--- src/rtl/control_pipe_if.sv ---
// ID/EX decoder bus: fetch-side handshake and stall/flush controls in,
// registered control word out.
interface control_pipe_if #(
    parameter int ALU_OP_W = 2
);
    logic [31:0]         instruction_i;
    logic                valid_i;
    logic                ready_o;
    logic                stall_i;
    logic                flush_i;
    logic                valid_o;
    logic                alusrc_o;
    logic                mem_to_reg_o;
    logic                reg_write_o;
    logic                reg_dest_o;
    logic                mem_read_o;
    logic                mem_write_o;
    logic                branch_o;
    logic                jump_o;
    logic [ALU_OP_W-1:0] alu_op_o;
    logic                md_o;
    logic                md_busy_o;
    logic                illegal_o;

    // fetch / hazard side
    modport master (
        output instruction_i, valid_i, stall_i, flush_i,
        input  ready_o, valid_o, alusrc_o, mem_to_reg_o, reg_write_o, reg_dest_o,
               mem_read_o, mem_write_o, branch_o, jump_o, alu_op_o, md_o,
               md_busy_o, illegal_o
    );

    // decoder side
    modport slave (
        input  instruction_i, valid_i, stall_i, flush_i,
        output ready_o, valid_o, alusrc_o, mem_to_reg_o, reg_write_o, reg_dest_o,
               mem_read_o, mem_write_o, branch_o, jump_o, alu_op_o, md_o,
               md_busy_o, illegal_o
    );
endinterface

--- src/rtl/control_pipe.sv ---
// Registered RV32I(+M) main decoder at the ID/EX boundary. Holds its output
// on stall, bubbles on flush, and parks multiply/divide ops in BUSY for
// MD_LATENCY-1 cycles before issuing them.
module control_pipe #(
    parameter int ALU_OP_W   = 2,
    parameter bit EN_M       = 1'b1,
    parameter int MD_LATENCY = 4
) (
    input logic           clk_i,
    input logic           rst_i,
    control_pipe_if.slave bus
);

    typedef enum logic {RUN = 1'b0, BUSY = 1'b1} state_t;

    typedef struct packed {
        logic       alusrc;
        logic       mem_to_reg;
        logic       reg_write;
        logic       reg_dest;
        logic       mem_read;
        logic       mem_write;
        logic       branch;
        logic       jump;
        logic [1:0] alu_op;
        logic       md;
        logic       illegal;
    } ctrl_t;

    // count holds MD_LATENCY-2 down to 0
    localparam int CNT_W    = (MD_LATENCY > 2) ? $clog2(MD_LATENCY - 1) : 1;
    localparam int CNT_INIT = (MD_LATENCY > 1) ? MD_LATENCY - 2 : 0;
    localparam bit MD_MULTI = (MD_LATENCY > 1);

    state_t             state_q, state_d;
    logic [CNT_W-1:0]   cnt_q, cnt_d;
    logic               vld_q, vld_d;
    ctrl_t              ctrl_q, ctrl_d;
    ctrl_t              held_q, held_d;
    ctrl_t              dec;
    logic               ready;
    logic               accept;

    function automatic ctrl_t decode(input logic [6:0] opcode, input logic [6:0] funct7);
        ctrl_t c;
        c = '0;
        case (opcode)
            7'b0110011: begin
                if (funct7 == 7'b0000001 && !EN_M) begin
                    c.illegal = 1'b1;
                end else begin
                    c.reg_write = 1'b1;
                    c.alu_op    = 2'd2;
                    c.md        = (funct7 == 7'b0000001);
                end
            end
            7'b0010011: begin
                c.reg_write = 1'b1;
                c.alusrc    = 1'b1;
                c.alu_op    = 2'd2;
            end
            7'b0000011: begin
                c.mem_read   = 1'b1;
                c.mem_to_reg = 1'b1;
                c.reg_write  = 1'b1;
                c.alusrc     = 1'b1;
            end
            7'b0100011: begin
                c.mem_write = 1'b1;
                c.alusrc    = 1'b1;
            end
            7'b1100011: begin
                c.branch = 1'b1;
                c.alu_op = 2'd1;
            end
            7'b1101111: begin
                c.jump      = 1'b1;
                c.reg_write = 1'b1;
                c.reg_dest  = 1'b1;
            end
            7'b1100111: begin
                c.jump      = 1'b1;
                c.reg_write = 1'b1;
                c.reg_dest  = 1'b1;
                c.alusrc    = 1'b1;
            end
            7'b0110111: begin
                c.reg_write = 1'b1;
                c.alusrc    = 1'b1;
                c.alu_op    = 2'd3;
            end
            7'b0010111: begin
                c.reg_write = 1'b1;
                c.alusrc    = 1'b1;
            end
            default: c.illegal = 1'b1;
        endcase
        return c;
    endfunction

    // ready depends only on state and stall, never on valid_i
    assign ready  = (state_q == RUN) && !bus.stall_i;
    assign accept = bus.valid_i && ready;
    assign dec    = decode(bus.instruction_i[6:0], bus.instruction_i[31:25]);

    // next-state: flush beats stall beats accept/issue
    always_comb begin
        state_d = state_q;
        cnt_d   = cnt_q;
        vld_d   = vld_q;
        ctrl_d  = ctrl_q;
        held_d  = held_q;
        if (bus.flush_i) begin
            state_d = RUN;
            cnt_d   = '0;
            vld_d   = 1'b0;
            ctrl_d  = '0;
        end else if (state_q == RUN) begin
            if (bus.stall_i) begin
                // hold everything
            end else if (accept && dec.md && MD_MULTI) begin
                state_d = BUSY;
                held_d  = dec;
                cnt_d   = CNT_W'(CNT_INIT);
                vld_d   = 1'b0;
                ctrl_d  = '0;
            end else if (accept) begin
                vld_d  = 1'b1;
                ctrl_d = dec;
            end else begin
                vld_d  = 1'b0;
                ctrl_d = '0;
            end
        end else begin
            // BUSY: the countdown ignores stall; only the final issue waits on it
            if (cnt_q != '0) begin
                cnt_d = cnt_q - CNT_W'(1);
            end else if (!bus.stall_i) begin
                state_d = RUN;
                vld_d   = 1'b1;
                ctrl_d  = held_q;
            end
        end
    end

    // state, counter, held MD word and output register
    always_ff @(posedge clk_i or posedge rst_i) begin
        if (rst_i) begin
            state_q <= RUN;
            cnt_q   <= '0;
            vld_q   <= 1'b0;
            ctrl_q  <= '0;
            held_q  <= '0;
        end else begin
            state_q <= state_d;
            cnt_q   <= cnt_d;
            vld_q   <= vld_d;
            ctrl_q  <= ctrl_d;
            held_q  <= held_d;
        end
    end

    assign bus.ready_o      = ready;
    assign bus.valid_o      = vld_q;
    assign bus.alusrc_o     = ctrl_q.alusrc;
    assign bus.mem_to_reg_o = ctrl_q.mem_to_reg;
    assign bus.reg_write_o  = ctrl_q.reg_write;
    assign bus.reg_dest_o   = ctrl_q.reg_dest;
    assign bus.mem_read_o   = ctrl_q.mem_read;
    assign bus.mem_write_o  = ctrl_q.mem_write;
    assign bus.branch_o     = ctrl_q.branch;
    assign bus.jump_o       = ctrl_q.jump;
    assign bus.alu_op_o     = ALU_OP_W'(ctrl_q.alu_op);
    assign bus.md_o         = ctrl_q.md;
    assign bus.illegal_o    = ctrl_q.illegal;
    assign bus.md_busy_o    = (state_q == BUSY);

endmodule

--- src/flat_wrapper.sv ---
// flat-port wrapper written by rule: the top's interface ports become plain ports
module control_pipe_flat 
#(
    parameter int ALU_OP_W   = 2,
    parameter bit EN_M       = 1'b1,
    parameter int MD_LATENCY = 4
)
  (clk_i, rst_i, bus_instruction_i, bus_valid_i, bus_stall_i, bus_flush_i, bus_ready_o, bus_valid_o, bus_alusrc_o, bus_mem_to_reg_o, bus_reg_write_o, bus_reg_dest_o, bus_mem_read_o, bus_mem_write_o, bus_branch_o, bus_jump_o, bus_alu_op_o, bus_md_o, bus_md_busy_o, bus_illegal_o);
  control_pipe_if #(.ALU_OP_W(ALU_OP_W)) bus_i ();
  input logic clk_i;
  input logic rst_i;
  input wire logic [$bits(bus_i.instruction_i)-1:0] bus_instruction_i;
  input wire logic [$bits(bus_i.valid_i)-1:0] bus_valid_i;
  input wire logic [$bits(bus_i.stall_i)-1:0] bus_stall_i;
  input wire logic [$bits(bus_i.flush_i)-1:0] bus_flush_i;
  output wire logic [$bits(bus_i.ready_o)-1:0] bus_ready_o;
  output wire logic [$bits(bus_i.valid_o)-1:0] bus_valid_o;
  output wire logic [$bits(bus_i.alusrc_o)-1:0] bus_alusrc_o;
  output wire logic [$bits(bus_i.mem_to_reg_o)-1:0] bus_mem_to_reg_o;
  output wire logic [$bits(bus_i.reg_write_o)-1:0] bus_reg_write_o;
  output wire logic [$bits(bus_i.reg_dest_o)-1:0] bus_reg_dest_o;
  output wire logic [$bits(bus_i.mem_read_o)-1:0] bus_mem_read_o;
  output wire logic [$bits(bus_i.mem_write_o)-1:0] bus_mem_write_o;
  output wire logic [$bits(bus_i.branch_o)-1:0] bus_branch_o;
  output wire logic [$bits(bus_i.jump_o)-1:0] bus_jump_o;
  output wire logic [$bits(bus_i.alu_op_o)-1:0] bus_alu_op_o;
  output wire logic [$bits(bus_i.md_o)-1:0] bus_md_o;
  output wire logic [$bits(bus_i.md_busy_o)-1:0] bus_md_busy_o;
  output wire logic [$bits(bus_i.illegal_o)-1:0] bus_illegal_o;
  assign bus_i.instruction_i = bus_instruction_i;
  assign bus_i.valid_i = bus_valid_i;
  assign bus_i.stall_i = bus_stall_i;
  assign bus_i.flush_i = bus_flush_i;
  assign bus_ready_o = bus_i.ready_o;
  assign bus_valid_o = bus_i.valid_o;
  assign bus_alusrc_o = bus_i.alusrc_o;
  assign bus_mem_to_reg_o = bus_i.mem_to_reg_o;
  assign bus_reg_write_o = bus_i.reg_write_o;
  assign bus_reg_dest_o = bus_i.reg_dest_o;
  assign bus_mem_read_o = bus_i.mem_read_o;
  assign bus_mem_write_o = bus_i.mem_write_o;
  assign bus_branch_o = bus_i.branch_o;
  assign bus_jump_o = bus_i.jump_o;
  assign bus_alu_op_o = bus_i.alu_op_o;
  assign bus_md_o = bus_i.md_o;
  assign bus_md_busy_o = bus_i.md_busy_o;
  assign bus_illegal_o = bus_i.illegal_o;
  control_pipe #(.ALU_OP_W(ALU_OP_W), .EN_M(EN_M), .MD_LATENCY(MD_LATENCY)) u_core (.clk_i(clk_i), .rst_i(rst_i), .bus(bus_i));
endmodule
--- config.mk ---
export PLATFORM = sky130hd
export DESIGN_NAME = control_pipe_flat
export DESIGN_NICKNAME = d
export VERILOG_FILES = /design/src/rtl/control_pipe_if.sv /design/src/rtl/control_pipe.sv /design/src/flat_wrapper.sv
export SDC_FILE = /design/constraint.sdc
export NUM_CORES = 1
export LEC_CHECK = 0
export ABC_AREA = 1
export BUFFER_PORTS_ARGS = -buffer_cell sky130_fd_sc_hd__buf_2
export CORE_MARGIN = 4
export CORE_UTILIZATION = 45
export DETAILED_ROUTE_END_ITERATION = 10
export PLACE_DENSITY = 0.87
export REMOVE_ABC_BUFFERS = 1
export SETUP_SLACK_MARGIN = 0.5
export SYNTH_ARGS = -nofsm -noshare
export SYNTH_HDL_FRONTEND = slang
export SYNTH_SLANG_ARGS = --single-unit
--- constraint.sdc ---
create_clock -name clk_i -period 2.1 [get_ports clk_i]
set_input_delay 0.42 -clock clk_i [delete_from_list [all_inputs] [get_ports clk_i]]
set_output_delay 0.42 -clock clk_i [all_outputs]
set_load 0.02 [all_outputs]
==> impl_metrics.toml, run 1 <==
[sta]
fin_crit_ns = 1.55
tightest_slew_ns = 0.321
fin_crit_sh = 0.740
slew_headroom = 0.786
clock_skew_ns = 0.00254
hold_ws_ns = 0.122
final-setup-viol-count = 0
fin_setup_tns_ns = 0
setup_ws_ns = 0.547
fmax_mhz = 644
final_max_slew_viol_count = 0
hold_violations = 0
rsz0062_at_grt = "no"

[clock_network]
worstSkewPairLatency_ns = 0.31
clk_pin_slew_ns = 0.13
cts.sinks = 24
h-tree-depth = 1
hold_buffers = 0
cts_tree = "built"
root_buffer = "clkbuf_4"
cts_buffers = 3
clockBufferDepth = 2

[floorplanning]
core_sq_um = 2780
initial_core_util = 0.471
io-pin-count = 52
die_w_microns = 62.0
die_h_microns = 62.0
rows = 19
design.die.area_sq_um = 3840

[global_route]
track_usage = 0.156
grt_max_degree = 25
antenna_found_initial = 0
grt-ovfl-total = 0
grt_busiest_layer = "met2"
grtUsageMet3 = 0.0248
gr-usage-met2 = 0.280
met1_usage = 0.199
grt_pass1_vias = 1106
grt_pass1_wl_mm = 4.48

[pwr]
ir_drop_mv = 0.486
powerDensity_nw_per_um2 = 572
p_leak_uw = 0.000941
power_uw = 905

[synthesis]
synth.lib_cells_used.distinct = 26
synth-edff-count = 0
ys_warn_count = 0
seq_area_frac_synth = 0.458
syn_area_per_cell_sq_um = 7.41
synth-seq-cells = 24
netlist_area_sq_um = 1310
async_flop_share = 1.00
synth_ff_type = "dfrtp_1"
syn-instance-count = 177

[layout]
largest_register_ffs = 10
syn2layout_area_growth_pct = 20.6
diodes = 0
drive_above_1_share = 0.294
num-fill-cells = 270
fin_nets = 253
largest-register = "u_core.held_q"
fin_cells = 245

[worst_setup_path]
start_kind = "flip-flop"
rr_worst_depth = 6
path_class = "flip-flop to primary output"
reg2reg_to = "u_core.bus.reg_dest_o"
critPathMaxStageDelay_ns = 0.45
critPathCaptureType = "primary output"
path_buf_inv = 3
crit_path_frequent_cell = "inv_2"
crit_fanout = 4
path_cells = "inv_2 > nand2_2 > inv_2 > buf_4"
reg2reg_slack_ns = 0.64
critPathArrivalTime_ns = 1.13
cp.required_ns = 1.68
r2r_start = "u_core.cnt_q[0]"
worst_path_max_delay_cell = "dfrtp_2"
cpLargestDelayFamily = "flip-flops"

[placed_design]
place.gp.congestion = 0.863
dp_cells = 238
hpwl_mm = 2.16
post-place-ws_ns = 0.541
io_buffer_count = 33

[min_path]
min_path_type = "input pin to asynchronous set/reset pin"

[status]
status = "finished clean"

[route]
firstDrtPassIters = 4
ant_nets = 0
routedWlPerCell_microns = 11.3
drcViolationCount = 0
num_vias = 1217
initialDrtViolationCount = 25
drt-total-wl_mm = 2.78
viasPerCell = 4.97

[flow_run]
cap_violations = 0
[worst max-delay path by stage]
| stage | cells past startpoint | to | from |
|---|---|---|---|
| after floorplan | 8 | u_core.held_q[1] | u_core.bus.md_busy_o |
| after global placement | 8 | u_core.held_q[1] | u_core.bus.md_busy_o |
| after detailed placement | 8 | u_core.held_q[1] | u_core.bus.md_busy_o |
| after CTS | 4 | bus_ready_o | u_core.bus.md_busy_o |
| after global routing | 4 | bus_ready_o | u_core.bus.md_busy_o |
| final | 4 | bus_ready_o | u_core.bus.md_busy_o |
[area by class of cell]
cell class,count,area (sq um),share of cell area
Sequential cell,24,602,0.381
Multi-Input combinational cell,121,577,0.365
Timing Repair Buffer,37,198,0.125
Inverter,28,114,0.0720
Tap cell,31,38.8,0.0245
Clock inverter,1,30.0,0.0190
Clock buffer,3,22.5,0.0142
[cells in the mapped netlist (all sizes together) (2+ instances only)]
cell type  count  area [sq um]
nand4          2          27.5
nand2         59           234
dfrtp         24           601
a21oi          6          37.5
or2            3          18.8
o21ai          9          45.0
nor2          25           114
nor3           2          10.0
nand3         11          55.1
inv           28           110
buf            3          20.0
[logic make-up (layout without fill, tap and decap cells)]
group,Yosys count,count (layout),synth area share
AOI/OAI and AO/OA,18,18,0.0802
adders and majority gates,1,1,0.00954
buffers and inverters,32,69,0.102
DFF,24,24,0.458
and+or+nand+nor,102,102,0.350
[layout by cell type (no fill, tap or decap), types with 3 or more instances in the layout]
cell / Yosys / final
nand2_1: 56 / 56
buf_2: 1 / 32
dfrtp_1: 24 / 23
inv_1: 20 / 19
nor2_1: 19 / 19
nand3_1: 11 / 11
o21ai_1: 7 / 7
inv_2: 6 / 6
nor2_2: 5 / 5
buf_4: 2 / 5
a21oi_1: 4 / 4
or2_1: 3 / 3
clkbuf_4: 0 / 3
[power by group]
part,leakage (uW),internal (uW),switching (uW)
combinational,0.000620,33.9,67.7
sequential,0.000293,467,2.18
clock,0.0000279,193,142
[layer usage]
metal,vias to the layer above,wire length (microns)
met3,2,177
met4,0,17
met5,-,0
li1,618,-
met2,37,1340
met1,560,1240
[per-stage QoR]
step                      area (sq um)  utilization
after floorplan                   1290            -
after global placement            1500        0.539
after detailed placement          1500        0.539
after CTS                         1570        0.564
after global routing              1580        0.569
final                             1580        0.569
[worst min-delay path: stages]
cell and delay, ns:
buf_2 0.10, inv_1 0.04, buf_4 0.29
[repair_timing]
action                                  in CTS  in global routing
resized for setup                            1                  2
pin swaps                                    0                  0
hold endpoints to repair                     0                  0
endpoints found under the setup margin       2                  2
cloned                                       0                  0
buffers inserted                             2                  1
Power figures use the tool's default switching activity.
==> run 2, diff against run 1 <==
- CORE_UTILIZATION: 45 -> 43
- clock period: 2.1 -> 1.4 ns (I/O delays scaled with it)
==> run 2 against run 1 <==
Against the previous run:
- flip-flop and latch count unchanged
- clock skew down 0.0011 ns
- highest routed layer unchanged
- first-iteration DRC count up 72%
==> impl_metrics.toml, run 2 (synthesis gave the netlist of run 1 again) <==
[layout]
drive_above_1_share = 0.385
diodes = 0
largest-register = "u_core.held_q"
num-fill-cells = 238
fin_cells = 262
syn2layout_area_growth_pct = 43.5
largest_register_ffs = 10
final_common_cell = "nand2_1"
final_cell_mix = "nand2_1 (54), dfrtp_1 (24), nor2_1 (19), buf_6 (19), buf_2 (18)"
fin_nets = 270
stdcell_area_sq_um = 1880

[sta]
tightest_slew_ns = 0.305
fmax_mhz = 741
rsz0062_at_grt = "yes"
final_max_slew_viol_count = 0
slew_headroom = 0.797
fin_crit_ns = 1.35
hold_violations = 0
clock_skew_ns = 0.00139
fin_crit_sh = 0.964
final-setup-viol-count = 0

[placed_design]
place.gp.congestion = 0.922
hpwl_mm = 2.04
dp_cells = 240
io_buffer_count = 33
placed_area_sq_um = 1530

[floorplanning]
die_h_microns = 63.2
initial_core_util = 0.464
rows = 19
core_sq_um = 2830
die_w_microns = 63.2
design.die.area_sq_um = 4000
io-pin-count = 52

[worst_setup_path]
critPathCaptureType = "flip-flop"
rr_worst_depth = 9
crit_fanout = 5
reg2reg_to = "u_core.held_q[1]"
path_class = "flip-flop to flip-flop"
cp.required_ns = 1.61
critPathArrivalTime_ns = 1.56
reg2reg_slack_ns = 0.05
r2r_start = "u_core.bus.md_busy_o"
start_kind = "flip-flop"

[clock_network]
worstSkewPairLatency_ns = 0.31
cts_tree = "built"
root_buffer = "clkbuf_4"
clk_pin_slew_ns = 0.13
h-tree-depth = 1
cts_buffers = 3
cts.sinks = 24
clockBufferDepth = 2

[route]
ant_nets = 0
viasPerCell = 4.81
initialDrtViolationCount = 43
drt-total-wl_mm = 3.11
drcViolationCount = 0
num_vias = 1261
firstDrtPassIters = 4
routedWlPerCell_microns = 11.9

[global_route]
grt_pass1_vias = 1339
grt-ovfl-total = 0
grt_max_degree = 25
track_usage = 0.174
grt_pass1_wl_mm = 5.72
antenna_found_initial = 0

[min_path]
worstHoldStart = "bus_flush_i"
min_to = "u_core.cnt_q[1]"
min_path_type = "input pin to flip-flop"
hold_depth = 4

[pwr]
powerDensity_nw_per_um2 = 679
p_leak_uw = 0.00105
ir_drop_mv = 0.635

[flow_run]
cap_violations = 0

[status]
status = "finished clean"
[run 2: power by group]
group	total (uW)	switching [uW]	leakage [uW]	internal, uW
sequential	705	4.18	0.000295	700
clock	367	208	0.0000210	159
combinational	206	121	0.000732	85.2
[run 2: routing by layer]
layer	track usage	vias up	part of all wire
li1	-	650	-
met4	0.0296	0	0.0042
met5	0	-	0
met3	0.0480	2	0.032
met2	0.311	24	0.55
met1	0.210	585	0.42
[run 2: worst max-delay path by stage]
stage | start | endpoint | slack, ns | depth (start not counted)
floorplan | u_core.bus.md_busy_o | u_core.held_q[1] | -0.09 | 8
CTS | u_core.bus.md_busy_o | bus_ready_o | 0.09 | 4
detailed placement | u_core.cnt_q[0] | u_core.bus.branch_o | 0.05 | 6
global placement | u_core.cnt_q[0] | u_core.bus.mem_write_o | 0.07 | 6
global route | u_core.bus.md_busy_o | u_core.cnt_q[0] | -0.01 | 10
finish | u_core.bus.md_busy_o | u_core.held_q[1] | 0.05 | 9
[run 2: critical path: stages (launching register included)]
cell	delay, ns
dfrtp_1	0.41
inv_2	0.06
nand2_2	0.08
inv_2	0.05
buf_6	0.12
nand2_8	0.09
inv_8	0.04
nand4_4	0.13
inv_4	0.06
or2_1	0.21
[run 2: repair_timing]
item	in CTS	in global routing
gates resized for setup	46	8
endpoints found under the setup margin	39	39
hold buffers	1	0
setup buffers	11	5
cloned	1	0
pin swaps	7	11
hold endpoints to repair	24	0
[run 2: through the flow]
stage	hold WS (ns)	utilization	power, uW	setup TNS [ns]	setup slack, ns
detailed placement	0.338	0.540	874	0	0.0486
finish	0.257	0.665	1280	0	0.0500
floorplan	0.295	-	807	-0.295	-0.0862
global route	0.251	0.665	1340	-0.0196	-0.0101
global placement	0.333	0.540	870	0	0.0658
CTS	0.248	0.642	1280	0	0.0915
[run 2: final cells by class]
class	count	area (sq um)	area share
well taps	31	38.8	0.0206
inverters	28	115	0.0612
flip-flops and latches	24	601	0.319
multi-input cells	121	644	0.342
clock buffers	4	36.3	0.0193
repair buffers	53	439	0.233
repair inverters	1	7.51	0.00399
